==> config.mk <==
export PLATFORM = sky130hd
export DESIGN_NAME = rtc_bus_rw_fsm
export DESIGN_NICKNAME = d
export VERILOG_FILES = /design/src/rtl/rtc_bus_rw_fsm.sv
export SDC_FILE = /design/constraint.sdc
export NUM_CORES = 1
export LEC_CHECK = 0
export CAP_MARGIN = 0
export CORE_UTILIZATION = 52
export CTS_CLUSTER_SIZE = 30
export DETAILED_ROUTE_END_ITERATION = 16
export PLACE_DENSITY = 0.76
export SLEW_MARGIN = 20
export SYNTH_ARGS = -nofsm -noshare
export SYNTH_HDL_FRONTEND = slang
export SYNTH_SLANG_ARGS = --single-unit
==> constraint.sdc <==
create_clock -name clk -period 3 [get_ports clk]
set_clock_uncertainty 0.2 [all_clocks]
set_input_delay 0.45 -clock clk [delete_from_list [all_inputs] [get_ports clk]]
set_output_delay 0.45 -clock clk [all_outputs]
set_load 0.005 [all_outputs]
==> src/rtl/rtc_bus_rw_fsm.sv <==
// rtc_bus_rw_fsm
// Bus-cycle sequencer for a multiplexed address/data peripheral bus, such as
// an external RTC with an Intel-style AD bus. Each start request runs one
// complete transaction: an address phase, an idle gap, and a data phase
// (write or read). This is followed by a recovery gap. The FSM then waits
// for the request to be released before it can start another transaction.
//
// Ports:
//   clk        system clock, rising edge
//   reset      asynchronous, active-high reset
//   w_r        transaction type (1 = write, 0 = read), latched at start
//   do_it      level-sensitive start request, one transaction per assertion
//   a_d        address/data select (0 = address phase, 1 = data/idle)
//   cs         chip select, active low
//   rd         read strobe, active low
//   wr         write strobe, active low
//   read_data  one-cycle pulse: datapath latches bus data (read only)
//   send_data  datapath drives write data onto the bus
//   send_add   datapath drives the address onto the bus
module rtc_bus_rw_fsm #(
  parameter int T_PULSE = 10,
  parameter int T_GAP   = 5
) (
  input  logic clk,
  input  logic reset,
  input  logic w_r,
  input  logic do_it,
  output logic a_d,
  output logic cs,
  output logic rd,
  output logic wr,
  output logic read_data,
  output logic send_data,
  output logic send_add
);

  typedef enum logic [2:0] {
    IDLE,
    ADDR,
    GAP,
    DATA,
    RECOVER,
    WAIT_REL
  } state_t;

  localparam int MAXT = (T_PULSE > T_GAP) ? T_PULSE : T_GAP;
  localparam int CW   = (MAXT > 1) ? $clog2(MAXT) : 1;
  localparam logic [CW-1:0] PULSE_LD = CW'(T_PULSE - 1);
  localparam logic [CW-1:0] GAP_LD   = CW'(T_GAP - 1);

  state_t        state, state_nxt;
  logic [CW-1:0] cnt, cnt_nxt;
  logic          is_write, is_write_nxt;

  logic a_d_nxt, cs_nxt, rd_nxt, wr_nxt;
  logic read_data_nxt, send_data_nxt, send_add_nxt;

  // State, phase counter, latched type and the bus outputs all live in
  // flops. The outputs are decoded from the next-state values and then
  // registered. Each output therefore matches the state it belongs to in the
  // same cycle, and comes straight from a flop, so it cannot glitch.
  always_ff @(posedge clk or posedge reset) begin
    if (reset) begin
      state     <= IDLE;
      cnt       <= '0;
      is_write  <= 1'b0;
      a_d       <= 1'b1;
      cs        <= 1'b1;
      rd        <= 1'b1;
      wr        <= 1'b1;
      read_data <= 1'b0;
      send_data <= 1'b0;
      send_add  <= 1'b0;
    end else begin
      state     <= state_nxt;
      cnt       <= cnt_nxt;
      is_write  <= is_write_nxt;
      a_d       <= a_d_nxt;
      cs        <= cs_nxt;
      rd        <= rd_nxt;
      wr        <= wr_nxt;
      read_data <= read_data_nxt;
      send_data <= send_data_nxt;
      send_add  <= send_add_nxt;
    end
  end

  // Next-state logic. The counter counts down to zero within each timed
  // phase. It is reloaded with (length - 1) on every state change, so a
  // phase lasts exactly its programmed number of cycles. The transaction
  // type is captured only on the IDLE -> ADDR edge. As a result, changes
  // to w_r or do_it mid-transaction have no effect.
  always_comb begin
    state_nxt    = state;
    cnt_nxt      = cnt;
    is_write_nxt = is_write;
    case (state)
      IDLE: begin
        if (do_it) begin
          state_nxt    = ADDR;
          cnt_nxt      = PULSE_LD;
          is_write_nxt = w_r;
        end
      end
      ADDR: begin
        if (cnt == '0) begin
          state_nxt = GAP;
          cnt_nxt   = GAP_LD;
        end else begin
          cnt_nxt = cnt - 1'b1;
        end
      end
      GAP: begin
        if (cnt == '0) begin
          state_nxt = DATA;
          cnt_nxt   = PULSE_LD;
        end else begin
          cnt_nxt = cnt - 1'b1;
        end
      end
      DATA: begin
        if (cnt == '0) begin
          state_nxt = RECOVER;
          cnt_nxt   = GAP_LD;
        end else begin
          cnt_nxt = cnt - 1'b1;
        end
      end
      RECOVER: begin
        if (cnt == '0) begin
          state_nxt = WAIT_REL;
          cnt_nxt   = '0;
        end else begin
          cnt_nxt = cnt - 1'b1;
        end
      end
      WAIT_REL: begin
        if (!do_it) begin
          state_nxt = IDLE;
          cnt_nxt   = '0;
        end
      end
      default: begin
        state_nxt = IDLE;
        cnt_nxt   = '0;
      end
    endcase
  end

  // Output decode for the upcoming cycle. wr is also pulled low during the
  // address phase, as the bus protocol requires. read_data fires only in
  // the final DATA cycle of a read, when the counter is about to expire.
  always_comb begin
    a_d_nxt       = 1'b1;
    cs_nxt        = 1'b1;
    rd_nxt        = 1'b1;
    wr_nxt        = 1'b1;
    read_data_nxt = 1'b0;
    send_data_nxt = 1'b0;
    send_add_nxt  = 1'b0;
    case (state_nxt)
      ADDR: begin
        a_d_nxt      = 1'b0;
        cs_nxt       = 1'b0;
        wr_nxt       = 1'b0;
        send_add_nxt = 1'b1;
      end
      DATA: begin
        cs_nxt = 1'b0;
        if (is_write_nxt) begin
          wr_nxt        = 1'b0;
          send_data_nxt = 1'b1;
        end else begin
          rd_nxt        = 1'b0;
          read_data_nxt = (cnt_nxt == '0);
        end
      end
      default: begin
      end
    endcase
  end

endmodule

Yosys cells after proc, flatten, opt, wreduce, memory -nomap -nowiden --
Index checks and enable logic that the tools add are counted.
Storage, ports and cells: register bits 15, bits in latches 0, bits in writable memories 0, ROM bits 0, memories 0
Cells by class: $add $sub $neg 1, multipliers 0, div/mod/pow operators 0, $lt $le $gt $ge 0, eq/ne operators 7, shift operators 0, mux-type cells 25, bitwise gates (word level) 0, reduce and logical (&&, ||, !) cells 5
Operators by type and width (number):
- $mux W4 | 5
- $pmux W4 S5 | 1
- $mux W3 | 6
- $pmux W3 S6 | 1
- $mux W1 | 11
- $eq A3 B2 Y1 const B | 3
- $logic_not A4 Y1 | 2
- $eq A3 B1 Y1 const B | 2
- $eq A3 B3 Y1 const B | 2
- $reduce_or A2 Y1 | 2
- $sub A4 B1 Y4 const B | 1
- $logic_not A3 Y1 | 1
- $pmux W1 S2 | 1

Logic depth before layout (Yosys ltp) --
depth after elaboration 6, depth in mapped cells 9, depth with buffers taken out 8

Least setup slack after synthesis --
No wires, ideal clock.
kind flip-flop to flip-flop, start point register cnt[0], end point register read_data, library setup time 0.068 ns, arrival time 1.888 ns, setup slack 0.844 ns, cell stages (with the launch flop) 10, buffers on the path 2, clock period less this slack 2.156 ns, path through dfrtp_1 > buf_2 > inv_1 > ha_1 > or3b_1 > buf_6 > nand3b_2 > o21ai_1 > a221o_1 > and4bb_1
On the way: cells in the longest elaborated chain, start to end 6
Ends and longest elaborated chain:
- from (decl) | RTL line 52 | logic [CW-1:0] cnt, cnt_nxt;
- from (signal assigned) | RTL line 76 | cnt <= cnt_nxt;
- $sub A4 B1 Y4 / $logic_not A4 Y1 (equally long branches)
- $mux W4 (on tied branches)
- $pmux W4 S5 * | RTL line 97 | case (state)
- named net cnt_nxt[2] | RTL line 52
- $logic_not A4 Y1 * | RTL line 175 | read_data_nxt = (cnt_nxt == '0);
- $mux W1 * | RTL line 170 | if (is_write_nxt) begin
- $mux W1 * | RTL line 161 | case (state_nxt)
- named net read_data_nxt | RTL line 56 | logic read_data_nxt, send_data_nxt, send_add_nxt;
- to (signal assigned) | RTL line 82 | read_data <= read_data_nxt;
- to (decl) | RTL line 32 | output logic read_data,
Mark *: on every way through the listed nets, which the timed path passes. The rest lies on a longest branch.

Final worst setup path --
start point register cnt[0], end point register send_add
On the way: cells in the longest elaborated chain, start to end 5
Ends and longest elaborated chain:
- $logic_not A4 Y1 *
- $mux W3 (on tied branches)
- $pmux W3 S6 * | RTL line 97
- $eq A3 B1 Y1 * | RTL line 161
- $mux W1 * | RTL line 161
- named net send_add_nxt | RTL line 56
- to (signal assigned) | RTL line 84 | send_add <= send_add_nxt;
- to (decl) | RTL line 34 | output logic send_add
Marked as above.

==> summary.md <==
| Metric | Value |
|---|---|
| Outcome | finished clean |
| Ant. Diodes | 0 |
| Hold WC Path Type | input pin to async pin |
| Non-Filler Instances | 118 |
| Initial Util | 56.6% |
| Synth Flop Type | dfrtp_1 |
| CP max stage delay | 600 ps |
| CTS tree | yes |
| PortBufs | 10 |
| Yosys reg bits | 15 |
| Largest net degree at the start of global routing | 20 |
| Pre-CTS WS | 473 ps |
| I/O pin count | 11 |
| Via Count | 683 |
| Arrival time of the worst setup path | 2560 ps |
| Register-to-Register Path Depth | 8 |
| Vias per cell | 5.79 |
| Max stage delay cell, worst path | nor3b_1 |
| Synth cell types | 38 |
| GPL Wtd Cong | 0.817 |
| Grt ovf | 0 |
| Clock-pin slew on the worst setup and hold paths | 90 ps |
| CP Cell Sequence | inv_1 -> ha_1 -> nor3b_1 -> nand2_1 -> a21o_1 -> a21oi_1 -> inv_1 -> nor2_1 |
| Total GRT Usage | 21.5% |
| Routed wire per std cell | 13.9 um |
| Post-CTS Setup Inserts | 0 |
| Post-synthesis cell area | 862 sq um |
| Drt drc | 0 |
| Fillers | 132 |
| Final Net Count | 109 |
| CTS root buffer | clkbuf_4 |
| Peak VDD IR | 0.752 mV |
| Die area | 1820 sq um |
| CTS Sinks | 15 |
| Drt initial violations | 13 |
| Row count | 14 |
| CP Max Fanout | 9 |
| CP Launch Type | flip-flop |
| Final setup TNS | 0 ps |
| Pre-antenna DRT Iters | 4 |
| Synth area leaders | dfrtp_1 32%, dfstp_2 12%, nand2b_1 5.1%, nor2_1 3.9%, nand2_1 3.5% |
| Area after DPL | 947 sq um |
| Post-route ant nets | 0 |
| Syn Area/Cell | 9.07 sq um |
| # H-tree levels | 1 |
| Post-CTS Resized | 0 |
| Setup CP Type | flip-flop to flip-flop |
| First-pass GRT wire length | 2930 um |
| Final Total Pwr | 1.11 mW |
| Final number of hold-violating endpoints | 0 |
| Yosys top cell area share | 31.9% |
| Placed instance count | 114 |
| Tcrit/Tclk final | 84.5% |
| CP dominant cell by count | inv_1 |
| Max cap viols | 0 |
| Clock Latency Late Sink | 290 ps |
| Final setup fails | 0 |
| Chip height | 42.7 um |
| CTS Hold Bufs | 0 |
| Die width | 42.7 um |
| Min cycle time layout | 2540 ps |
| Synth Instances | 95 |
| Dpl hpwl | 1200 um |
| Vias in the first global route | 645 |
| Fraction of layout cells with a size suffix above 1 | 9.80% |
| Mapped Nets | 101 |
| Pwr Density | 1140 nW/um^2 |
| Area leader, netlist | dfrtp_1 |
| Rel. slew slack | 53.0% |
| Core ar. | 1520 sq um |
| Worst-Margin Slew | 703 ps |
| FMAX | 394 MHz |
| Initial antenna violation count | 0 |
| Post-synthesis sequential area ratio | 44.1% |
| CP required | 3020 ps |
| Max Buffers Root-to-Sink | 2 |
| Cts bufs inserted | 3 |
| Yosys warns | 0 |
| DRT Wirelength | 1640 um |
| RSZ-0062 raised after global routing | false |
| Static Leak | 0.418 nW |
| Design Area, Final | 975 sq um |
| Area grow syn2layout | 13.1% |
| Final slew viol count | 0 |
| Worst setup EP type | flip-flop |
| Post-synth EDFFs | 0 |
| Post-synth ARST share | 100% |
| Post-route setup slack | 464 ps |
==> report_power, final <==
group | internal [mW] | switching, mW
sequential | 0.316 | 0.126
clock | 0.0496 | 0.0662
combinational | 0.289 | 0.265
==> synthesized netlist by cell type, types with 3 or more instances <==
library cell / instances
clkbuf_1: 5
nand2b_1: 7
a21oi_1: 3
nand2_1: 8
nor2_1: 9
dfstp_2: 4
dfrtp_1: 11
nor3_1: 3
o21ai_0: 5
inv_1: 5
nand3_1: 3
==> sequential cells by signal, indices dropped and copies added (netlist names) <==
name / cells
send_add: 1
send_data: 1
wr: 1
a_d: 1
cnt: 4
rd: 1
state: 3
is_write: 1
cs: 1
read_data: 1
==> worst max-delay path, delay by kind of cell, from the launching register on <==
family	cells	cell delay, ps
compound gates	2	490
fa+ha+maj	1	180
flops	1	470
buf+inv	2	220
simple gates	3	920
==> cells by family (layout without fill, tap and decap cells) <==
group / after synthesis / count (layout) / synth area share [%]
DFF: 15 / 15 / 44.1
muxes: 1 / 1 / 1.16
xor gates and xnor gates: 3 / 3 / 3.05
AOI/OAI and AO/OA: 19 / 19 / 14.2
adders and majority gates: 2 / 2 / 2.90
buffers and inverters: 12 / 19 / 6.24
and+or+nand+nor: 43 / 43 / 28.3
==> routing by layer <==
layer,GRT usage [%],vias up,part of all wire [%]
li1,-,345,-
met1,29.1,327,46
met2,33.6,9,49
met3,6.38,2,4.2
met4,5.63,0,0.67
met5,0,-,0
==> placed cells by master, fill, tap and decap left out, drive strengths merged, types with 2 or more instances in the layout <==
master and instances:
dfrtp 11, nand2b 7, o21ai 6, nor3 3
clkbuf 3, nor2 9, a21oi 3, xnor2 2
clkdlybuf4s50 10, inv 5, nor2b 2, ha 2
dfstp 4, nand2 8, o22ai 2, nand3 3
or3 2
==> final timing paths <==
kind / from / endpoint / slack, ps
worst max-delay path: cnt[0]$_DFF_PP0_ / send_add$_DFF_PP0_ / 460
worst min register to register: is_write$_DFF_PP0_ / is_write$_DFF_PP0_ / 310
worst min-delay path: reset / cnt[0]$_DFF_PP0_ / 290
max in group asynchronous: reset / cs$_DFF_PP1_ / 1940
min in group clk: is_write$_DFF_PP0_ / is_write$_DFF_PP0_ / 310
worst max register to register: cnt[0]$_DFF_PP0_ / send_add$_DFF_PP0_ / 460
==> metrics by stage <==
stage	hold WS, ps	utilization [%]
floorplan	149	-
global placement	282	62.2
detailed placement	283	62.2
CTS	305	64.0
global route	343	64.0
finish	294	64.0
==> layout make-up <==
| type | count | area (sq um) | area share [%] |
|---|---|---|---|
| clock buffer | 3 | 22.5 | 2.31 |
| clock inverter | 1 | 5.00 | 0.513 |
| inverter | 5 | 18.8 | 1.93 |
| multi-input combinational | 68 | 428 | 43.9 |
| sequential | 15 | 380 | 39.0 |
| tap | 16 | 20.0 | 2.05 |
| timing repair buffer | 10 | 100 | 10.3 |
Note: power is estimated with default switching activity, not from simulation.
